$ cat src/rtl/add_operand_stage.sv
// rtl/add_operand_stage.sv - paired operand FIFOs feeding a combinational adder, registered result stream
// Optional feature: define ADD_OPERAND_CARRY_EN to add the registered res_carry output.
module add_operand_stage #(
    parameter int DATA_WIDTH = 32,
    parameter int DEPTH      = 4
) (
    input  logic                       clk,
    input  logic                       rst_n,
    input  logic                       a_valid,
    output logic                       a_ready,
    input  logic [DATA_WIDTH-1:0]      a_data,
    input  logic                       b_valid,
    output logic                       b_ready,
    input  logic [DATA_WIDTH-1:0]      b_data,
    output logic [DATA_WIDTH-1:0]      add_a,
    output logic [DATA_WIDTH-1:0]      add_b,
    input  logic [DATA_WIDTH-1:0]      add_result,
    output logic                       res_valid,
    input  logic                       res_ready,
    output logic [DATA_WIDTH-1:0]      res_data,
    output logic [$clog2(DEPTH):0]     a_level,
    output logic [$clog2(DEPTH):0]     b_level
`ifdef ADD_OPERAND_CARRY_EN
    ,
    output logic                       res_carry
`endif
);

    localparam int AW = $clog2(DEPTH);
    localparam int PW = AW + 1;

    logic [DATA_WIDTH-1:0] a_mem [DEPTH];
    logic [DATA_WIDTH-1:0] b_mem [DEPTH];
    logic [PW-1:0]         a_wr, a_rd, b_wr, b_rd;
    logic                  a_full, a_empty, b_full, b_empty;
    logic                  a_push, b_push, fire;

    // The extra pointer bit distinguishes full from empty when the index bits match.
    assign a_full  = (a_wr[AW] != a_rd[AW]) && (a_wr[AW-1:0] == a_rd[AW-1:0]);
    assign b_full  = (b_wr[AW] != b_rd[AW]) && (b_wr[AW-1:0] == b_rd[AW-1:0]);
    assign a_empty = (a_wr == a_rd);
    assign b_empty = (b_wr == b_rd);

    assign a_ready = !a_full && rst_n;
    assign b_ready = !b_full && rst_n;
    assign a_push  = a_valid && a_ready;
    assign b_push  = b_valid && b_ready;
    assign fire    = !a_empty && !b_empty && (!res_valid || res_ready);

    assign add_a   = a_mem[a_rd[AW-1:0]];
    assign add_b   = b_mem[b_rd[AW-1:0]];
    assign a_level = a_wr - a_rd;
    assign b_level = b_wr - b_rd;

    always_ff @(posedge clk) begin
        if (a_push) a_mem[a_wr[AW-1:0]] <= a_data;
        if (b_push) b_mem[b_wr[AW-1:0]] <= b_data;
    end

    always_ff @(posedge clk or negedge rst_n) begin
        if (!rst_n) begin
            a_wr <= '0;
            a_rd <= '0;
            b_wr <= '0;
            b_rd <= '0;
        end else begin
            if (a_push) a_wr <= a_wr + 1'b1;
            if (b_push) b_wr <= b_wr + 1'b1;
            if (fire) begin
                a_rd <= a_rd + 1'b1;
                b_rd <= b_rd + 1'b1;
            end
        end
    end

    always_ff @(posedge clk or negedge rst_n) begin
        if (!rst_n) begin
            res_valid <= 1'b0;
            res_data  <= '0;
        end else if (fire) begin
            res_valid <= 1'b1;
            res_data  <= add_result;
        end else if (res_valid && res_ready) begin
            res_valid <= 1'b0;
        end
    end

`ifdef ADD_OPERAND_CARRY_EN
    logic [DATA_WIDTH:0] carry_sum;
    assign carry_sum = {1'b0, add_a} + {1'b0, add_b};

    always_ff @(posedge clk or negedge rst_n) begin
        if (!rst_n)    res_carry <= 1'b0;
        else if (fire) res_carry <= carry_sum[DATA_WIDTH];
    end
`endif

endmodule

$ cat config.mk
export PLATFORM = sky130hd
export DESIGN_NAME = add_operand_stage
export DESIGN_NICKNAME = d
export VERILOG_FILES = /design/src/rtl/add_operand_stage.sv
export SDC_FILE = /design/constraint.sdc
export NUM_CORES = 1
export LEC_CHECK = 0
export ABC_CLOCK_PERIOD_IN_PS = 9300
export CAP_MARGIN = 0
export CELL_PAD_IN_SITES_DETAIL_PLACEMENT = 1
export CELL_PAD_IN_SITES_GLOBAL_PLACEMENT = 1
export CORE_ASPECT_RATIO = 0.6
export CORE_MARGIN = 3
export CORE_UTILIZATION = 49
export CTS_CLUSTER_SIZE = 14
export DETAILED_ROUTE_END_ITERATION = 8
export GPL_ROUTABILITY_DRIVEN = 0
export PLACE_DENSITY_LB_ADDON = 0.1
export SKIP_LAST_GASP = 1
export SLEW_MARGIN = 10
export SYNTH_ARGS = -nofsm -noshare
export SYNTH_HDL_FRONTEND = slang
export SYNTH_SLANG_ARGS = --single-unit
$ cat constraint.sdc
create_clock -name clk -period 9.3 [get_ports clk]
set_input_delay 1.86 -clock clk [delete_from_list [all_inputs] [get_ports clk]]
set_output_delay 1.86 -clock clk [all_outputs]
set_load 0.03 [all_outputs]
==> results.py <==
metrics = {
    "power": {
        "ir_drop_mv": 0.204,
        "power_density_nw_per_um2": 359,
        "power_leakage_uw": 0.00511,
    },
    "synth": {
        "yosysUniqueCellTypes": 31,
        "ys_warn_count": 0,
        "syn_nets": 610,
        "netlist_instances": 493,
        "synthArstFlopShare_pct": 15.0,
        "yosysTopAreaCell": "edfxtp_1",
        "syn_avg_cell_area_um2": 23.2,
        "synth_top_area_share_pct": 67.1,
        "synthFlopType": "edfxtp_1",
        "synth.area.top_cells": "edfxtp_1 (67%), mux4_2 (13%), dfrtp_1 (9.8%), mux2_4 (3.7%), ha_1 (1.5%)",
        "synth-edff-count": 256,
        "synth_area_um2": 11500,
        "seq_area_frac_synth_pct": 76.9,
        "ys_ff_latch": 301,
    },
    "worst_hold_path": {
        "min_path_type": "reg -> reg",
        "worstHoldPathCells": 1,
        "min_to": "res_data[15]$_DFFE_PN0P_",
        "hold_start": "res_data[15]$_DFFE_PN0P_",
    },
    "sta": {
        "rsz0062_at_grt": "no",
        "tightestPinTransition_ns": 0.976,
        "setup-violations-final": 0,
        "period_minus_slack_ns": 5.35,
        "max_freq_mhz": 187,
        "clock_skew_ns": 0.0195,
        "slew_violations": 0,
        "slew_headroom_pct": 34.7,
        "hold_viol_final": 0,
        "fin_hold_ws_ns": 0.517,
        "finalCritPeriodShare_pct": 57.5,
        "tns_ns": 0,
    },
    "global_routing": {
        "grt_overflow_total": 0,
        "grt_pass1_wl_mm": 39.3,
        "antenna_found_initial": 0,
        "grt_max_degree": 51,
        "grt_usage_pct": 20.1,
        "grt_pass1_vias": 6502,
    },
    "detailed_routing": {
        "initialDrtViolationCount": 363,
        "drcViolationCount": 0,
        "via_per_inst": 5.33,
        "firstDrtPassIters": 4,
        "vias": 5564,
        "wl_per_cell_um": 23.7,
        "totalWireLength_mm": 24.7,
        "ant_nets": 0,
    },
    "clock_tree": {
        "cts_resized": 0,
        "cts_tree": "done",
        "clk_pin_slew_ns": 0.06,
        "post_cts_buffers": 0,
        "cts_buffer_depth": 3,
        "cts_sinks": 301,
        "root_buffer": "clkbuf_16",
        "worstSkewPairLatency_ns": 0.54,
        "postCtsHoldBufs": 0,
        "cts_inserted_buffers": 28,
        "h-tree-depth": 1,
    },
    "placement": {
        "portBuffers": 205,
        "place_hpwl_mm": 16.2,
        "dp.cells": 994,
    },
    "floorplanning": {
        "dieArea_um2": 25300,
        "start_util_pct": 50.9,
        "io_pins": 206,
        "rows": 42,
        "coreArea_um2": 22500,
        "die_x_um": 203,
        "die_height_um": 124,
    },
    "layout": {
        "fin_cells": 1044,
        "fillers": 1884,
        "layout-drive-gt1-share_pct": 22.0,
        "nets": 833,
        "area_growth_pct": 29.1,
        "antenna_cells": 0,
    },
    "critical_path": {
        "rr_worst_depth": 5,
        "r2r_setup_slack_ns": 5.88,
        "cp-start-kind": "input pin",
        "crit_required_ns": 7.44,
        "cp_max_fo": 50,
        "worst_setup_path_end_kind": "output pin",
        "worstSetupPathType": "in -> out",
        "r2r-start": "a_rd[0]$_DFFE_PN0P_",
        "cp.arrival_ns": 3.49,
        "rr_endpoint": "a_mem[0][17]$_DFFE_PP_",
    },
    "flow_run": {
        "cap_violations": 0,
    },
    "outcome": {
        "status": "complete, no violations",
    },
}
## how the worst max path moves through the flow
| stage | from | to | slack [ns] | cells past startpoint |
|---|---|---|---|---|
| 5_1_grt | rst_n | b_ready | 3.77 | 5 |
| 4_1_cts | rst_n | b_ready | 3.91 | 5 |
| 2_1_floorplan | rst_n | b_ready | 5.03 | 2 |
| 6_report | rst_n | b_ready | 3.95 | 5 |
| 3_5_place_dp | rst_n | b_ready | 3.92 | 5 |
| 3_3_place_gp | rst_n | b_ready | 3.97 | 5 |
## worst max-delay path, cell delays in order
cell and delay [ns]:
buf_2 0.08, buf_4 0.50, inv_1 0.14, a31oi_1 0.18, clkdlybuf4s50_1 0.71
## flip-flops by register name, summed over array words and instances (netlist names)
signal	flops
a_mem	128
a_wr	3
a_rd	3
b_wr	3
b_mem	128
res_valid	1
res_data	32
b_rd	3
## Yosys cell counts, drive strengths merged (2+ instances only)
library cell	count
edfxtp	256
buf	10
dfrtp	45
inv	12
xnor2	4
and2	7
a31oi	3
ha	14
o221ai	2
clkbuf	9
mux4	64
fa	2
a21oi	3
nand2	5
nand3	4
mux2	37
xor2	6
o2111ai	2
## cells in the final DEF, fill, tap and decap left out, types with 2 or more instances in the layout
master / instances
clkbuf_8: 3
xor2_1: 5
a21oi_1: 2
buf_4: 7
mux2_2: 9
mux2_4: 28
clkinv_2: 4
bufinv_16: 3
dfrtp_1: 42
clkbuf_16: 28
xnor2_1: 4
o2111ai_1: 2
nand2_1: 5
ha_1: 14
dfrtp_2: 3
clkdlybuf4s50_1: 204
nand3_1: 4
edfxtp_1: 256
clkinv_1: 5
clkbuf_1: 5
fa_1: 2
mux4_2: 64
inv_1: 12
and2_2: 6
a31oi_1: 2
## area by class of cell
class / count / area (µm²) / share of cell area, %
clock buffers: 36 / 761 / 5.14
clock inverters: 14 / 153 / 1.03
inverters: 12 / 45.0 / 0.305
multi-input cells: 161 / 2530 / 17.1
flip-flops and latches: 301 / 8820 / 59.6
well taps: 308 / 385 / 2.61
repair buffers: 212 / 2100 / 14.2
## routing by layer
| metal | GRT usage [%] | vias to the layer above | part of all wire [%] |
|---|---|---|---|
| li1 | - | 2466 | - |
| met1 | 27.6 | 2896 | 42 |
| met2 | 33.3 | 177 | 49 |
| met3 | 5.43 | 25 | 7.0 |
| met4 | 3.15 | 0 | 1.4 |
| met5 | 0 | - | 0 |
## report_power, final
group          total (µW)  switching (µW)  internal [µW]  leakage (µW)
sequential           1890             173           1720       0.00284
combinational        2280            1240           1040       0.00182
clock                1130             475            658      0.000445
## cell families after synthesis
kind of cell,share of synthesized area (%)
xor gates and xnor gates,0.830
AOI/OAI and AO/OA,0.917
and+or+nand+nor,1.04
muxes,17.1
buffers and inverters,1.28
DFF,76.9
adders and majority gates,1.88
## stage by stage
stage / power (µW) / cell area, µm² / util, % / setup WS [ns]
after floorplan: 3340 / 11500 / - / 5.03
after global routing: 5560 / 14800 / 65.8 / 3.77
final: 5310 / 14800 / 65.8 / 3.95
after CTS: 5390 / 14800 / 65.8 / 3.91
after global placement: 4180 / 13900 / 61.7 / 3.97
after detailed placement: 4240 / 13900 / 61.7 / 3.92
Power figures use the tool's default switching activity.
